[config.mk]
export PLATFORM = sky130hd
export DESIGN_NAME = instr_cache_responder
export DESIGN_NICKNAME = d
export VERILOG_FILES = /design/src/rtl/instr_cache_responder.sv
export SDC_FILE = /design/constraint.sdc
export NUM_CORES = 1
export LEC_CHECK = 0
export ABC_AREA = 1
export CAP_MARGIN = 20
export CORE_MARGIN = 10
export CORE_UTILIZATION = 48
export CTS_CLUSTER_DIAMETER = 40
export DETAILED_ROUTE_END_ITERATION = 7
export DONT_BUFFER_PORTS = 1
export PLACE_DENSITY = 0.75
export SYNTH_ARGS = -nofsm -noshare
export SYNTH_HDL_FRONTEND = slang
export SYNTH_SLANG_ARGS = --single-unit
[constraint.sdc]
create_clock -name CLK -period 11.8 [get_ports CLK]
set_input_delay 2.36 -clock CLK [delete_from_list [all_inputs] [get_ports CLK]]
set_output_delay 2.36 -clock CLK [all_outputs]
set_load 0.05 [all_outputs]
[src/rtl/instr_cache_responder.sv]
// Direct-mapped, read-only instruction cache between the CPU fetch port and a slow
// block-oriented instruction memory. Hits return in the same cycle; misses stall via BUSYWAIT.
module instr_cache_responder #(
  parameter int NUM_BLOCKS = 8,
  parameter int INDEX_W    = 3,
  parameter int ADDR_W     = 10
) (
  input  logic              CLK,
  input  logic              RESET,
  input  logic [31:0]       PC,
  output logic [31:0]       INSTRUCTION,
  output logic              BUSYWAIT,
  output logic              mem_read,
  output logic [ADDR_W-5:0] mem_address,
  input  logic [127:0]      mem_readdata,
  input  logic              mem_ready
);

  localparam int TAG_W = ADDR_W - 4 - INDEX_W;

  typedef enum logic [1:0] {
    IDLE  = 2'd0,
    FETCH = 2'd1,
    FILL  = 2'd2
  } state_t;

  state_t state;
  state_t state_next;

  logic [NUM_BLOCKS-1:0] valid;
  logic [TAG_W-1:0]      tag_array  [NUM_BLOCKS];
  logic [127:0]          data_array [NUM_BLOCKS];

  logic [TAG_W-1:0]   req_tag;
  logic [INDEX_W-1:0] req_index;
  logic [31:0]        last_instr;

  logic [1:0]         offset;
  logic [INDEX_W-1:0] index;
  logic [TAG_W-1:0]   tag;
  logic [127:0]       line;
  logic [31:0]        word;
  logic               hit;
  logic               fill_en;

  // Byte-lane bits and address bits above the memory size are don't-care (PC wraps).
  logic unused_pc;
  assign unused_pc = ^{PC[31:ADDR_W], PC[1:0]};

  assign offset  = PC[3:2];
  assign index   = PC[4 +: INDEX_W];
  assign tag     = PC[4 + INDEX_W +: TAG_W];
  assign line    = data_array[index];
  assign word    = line[{offset, 5'b0} +: 32];
  assign hit     = valid[index] && (tag_array[index] == tag);
  assign fill_en = (state == FETCH) && mem_ready;

  always_comb begin
    // NOTE: every signal driven here gets a default first so no latch can be inferred.
    state_next = state;
    unique case (state)
      IDLE:    if (!hit)     state_next = FETCH;
      FETCH:   if (mem_ready) state_next = FILL;
      FILL:                  state_next = IDLE;
      default:               state_next = IDLE;
    endcase
  end

  // mem_read follows the registered state, so a reset during a fill drops it after the edge.
  assign mem_read    = (state == FETCH);
  assign mem_address = {req_tag, req_index};
  assign BUSYWAIT    = !RESET && ((state != IDLE) || !hit);

  always_comb begin
    INSTRUCTION = last_instr;
    if (RESET)
      INSTRUCTION = 32'h0;
    else if ((state == IDLE) && hit)
      INSTRUCTION = word;
  end

  // NOTE: sequential state uses non-blocking assignments so all registers update together.
  always_ff @(posedge CLK) begin
    if (RESET) begin
      state      <= IDLE;
      valid      <= '0;
      req_tag    <= '0;
      req_index  <= '0;
      last_instr <= 32'h0;
    end else begin
      state <= state_next;
      if (state == IDLE) begin
        if (hit) begin
          last_instr <= word;
        end else begin
          req_tag   <= tag;
          req_index <= index;
        end
      end
      if (fill_en)
        valid[req_index] <= 1'b1;
    end
  end

  // NOTE: the tag/data arrays have no reset; the valid bits alone make stale contents unreachable.
  always_ff @(posedge CLK) begin
    if (!RESET && fill_en) begin
      tag_array[req_index]  <= req_tag;
      data_array[req_index] <= mem_readdata;
    end
  end

endmodule

==> out/qor.yml <==
status: "complete, no violations"
setup-tns-final_ns: 0
synth.distinct_cells: 18
cts_tree: "done"
clkPwrFrac_pct: 43.9
fillerInstances: 7030
worst-path-max-fanout: 529
vdd_ir_drop_max_uv: 107
synth_flop_cell: "edfxtp_1"
fmax_mhz: 113
final-setup-viol-count: 0
fin_crit_sh_pct: 74.7
postSynthAreaPerCell_sq_um: 12.4
clock_sinks: 1096
cp_data_arrival_time_ns: 6.45
synth_cells: 3529
die_h_microns: 321
ys_seq_area_share_pct: 74.3
fin_worst_skew_ns: 0.0242
cts_setup_buffers: 0
p_leak_nw: 16.0
synth_top_cells_by_count: "edfxtp_1 (1048), nor2_1 (873), o21ai_0 (390)"
tightest_slew_ns: 1.32
root_buffer: "clkbuf_16"
drt-total-wl_mm: 110
end_kind: "output port"
drt_iter0_drc: 3619
core_sq_um: 90100
ys_ff_latch: 1096
cap_violations: 0
grt_overflow_total: 0
pwr-share-comb_pct: 4.6
cts_buffers: 117
fp.dieArea_sq_um: 103000
cts.clk_slew.worst_paths_ns: 0.06
synth_area_sq_um: 43600
grt_pass1_vias: 25479
async_reset_ff_share_pct: 0
synth_most_common_cell: "edfxtp_1"
syn-num-nets: 3692
syn_to_final_growth_pct: 10.7
final_nets: 3606
clk-insertion-delay-late_ns: 0.71
ys_warn_count: 0
crit_path_start_kind: "primary input"
synth_edf_count: 1048
htreeDepth: 3
maxSlewViolCount: 0
drive_gt1_share_pct: 6.22
synth_top_area_share_pct: 72.1
initial_utilization_pct: 48.4
p_total_mw: 8.41
grt_max_degree: 530
p_sw_share_pct: 21.2
die_w_microns: 321
power_density_nw_per_um2: 174
rows: 110
hpwlAfterDp_mm: 57.4
synth_area_leaders: "edfxtp_1 (72%), nor2_1 (7.5%), o21ai_0 (4.5%)"
min_period_ns: 8.81
hold_path.class: "register to register"
required_ns: 9.44
port_buffers: 0
path_class: "primary input to output port"
ios: 203
antenna_found_initial: 1
grt_setup_unrepaired: "false"
grtUsageTotal_pct: 20.7
hold_viol: 0
seq_power_share_pct: 51.5
ant_nets: 0
grt_pass1_wl_mm: 161
ctsLongestPathBuffers: 3
rrSetupSlack_ns: 7.81
p_int_mw: 6.63
ctsHoldBuffers: 0
vias: 27520
routabilityCongestion: 0.798
worst_slew_margin_rel_pct: 12.1
synth_area_leader_cell: "edfxtp_1"
p_sw_mw: 1.78
wl_per_cell_microns: 23.4
viasPerCell: 5.84
cts-resized-gates: 0
firstDrtPassIters: 7
drc_errors: 0
## power groups by stage
stage / Clock, mW / Combinational, mW / Sequential (mW)
after floorplan: 0 / 0.312 / 4.42
after global placement: 0 / 0.369 / 4.41
after detailed placement: 0 / 0.376 / 4.41
after CTS: 3.71 / 0.379 / 4.33
after global routing: 3.89 / 0.420 / 4.33
final: 3.69 / 0.386 / 4.33
## through the flow
| step | hold slack, ns | cells | area, sq um | util, % | setup WS (ns) |
|---|---|---|---|---|---|
| finish | 0.458 | 4714 | 48300 | 53.6 | 2.99 |
| global route | 0.491 | 4713 | 48300 | 53.5 | 3.34 |
| CTS | 0.461 | 4712 | 48200 | 53.5 | 3.58 |
| detailed placement | 0.447 | 4499 | 44300 | 49.2 | 3.59 |
| global placement | 0.440 | 4499 | 44300 | 49.2 | 3.63 |
| floorplan | 0.428 | 3529 | 43600 | - | 2.77 |
## per-layer routing
layer | part of all wire, % | GRT usage [%]
met1 | 39 | 27.8
met2 | 45 | 31.5
met3 | 13 | 6.02
met4 | 3.2 | 8.11
met5 | 0.012 | 0
## worst max-delay path, stage by stage
cell      delay, ns
inv_16         0.72
buf_4          0.82
o21ai_0        0.21
o211ai_1       0.12
nand3_1        0.27
nand2_1        0.20
nand2_1        0.06
nand2_1        0.13
nor2_1         0.07
nor2_1         0.82
## area by class of cell
| class | instances | area, sq um | area share (%) |
|---|---|---|---|
| multi-input cells | 2127 | 9860 | 20.4 |
| repair buffers | 33 | 318 | 0.658 |
| well taps | 1176 | 1470 | 3.05 |
| inverters | 68 | 279 | 0.578 |
| clock buffers | 143 | 3130 | 6.49 |
| flip-flops and latches | 1096 | 32400 | 67.2 |
| clock inverters | 70 | 786 | 1.63 |
| diodes | 1 | 2.50 | 0.00518 |
## layout by cell type, fill, tap and decap left out
cell type and n:
buf_16 1, clkbuf_1 19, nand3_1 156, inv_6 4
inv_2 1, o211ai_1 251, nand2_1 313, edfxtp_1 1048
buf_12 4, o21ai_0 390, nor2_1 865, buf_4 28
a21oi_1 12, o21ai_1 130, bufinv_16 15, nand3_2 1
clkinv_4 8, nor4_1 1, dfxtp_1 48, diode_2 1
clkbuf_16 121, clkinv_2 12, inv_1 64, inv_4 2
inv_16 1, clkbuf_2 1, clkinv_1 20, clkbuf_8 2
inv_8 4, clkinvlp_4 7, nor2_4 8
## kinds of logic after synthesis
family | Yosys count | synth area share (%)
buffers and inverters | 306 | 3.22
AND/OR/NAND/NOR | 1344 | 12.0
flip-flops | 1096 | 74.3
AO/OA/AOI/OAI | 783 | 10.4
## flip-flops by register name, indices dropped and copies added, names as in the netlist
name        cells
valid           8
state           2
data_array   1024
tag_array      24
last_instr     32
req_tag         3
req_index       3
## path summary, 6_finish.rpt
kind / start / endpoint / cells past startpoint
max: PC[4] / INSTRUCTION[13] / 10
min: valid[7]$_SDFFE_PP0P_ / valid[7]$_SDFFE_PP0P_ / 2
max reg2reg: state[0]$_SDFFE_PP0P_ / data_array[6][18]$_DFFE_PP_ / 6
min reg2reg: valid[7]$_SDFFE_PP0P_ / valid[7]$_SDFFE_PP0P_ / 2
No activity file was read; power rests on OpenSTA's default activity.
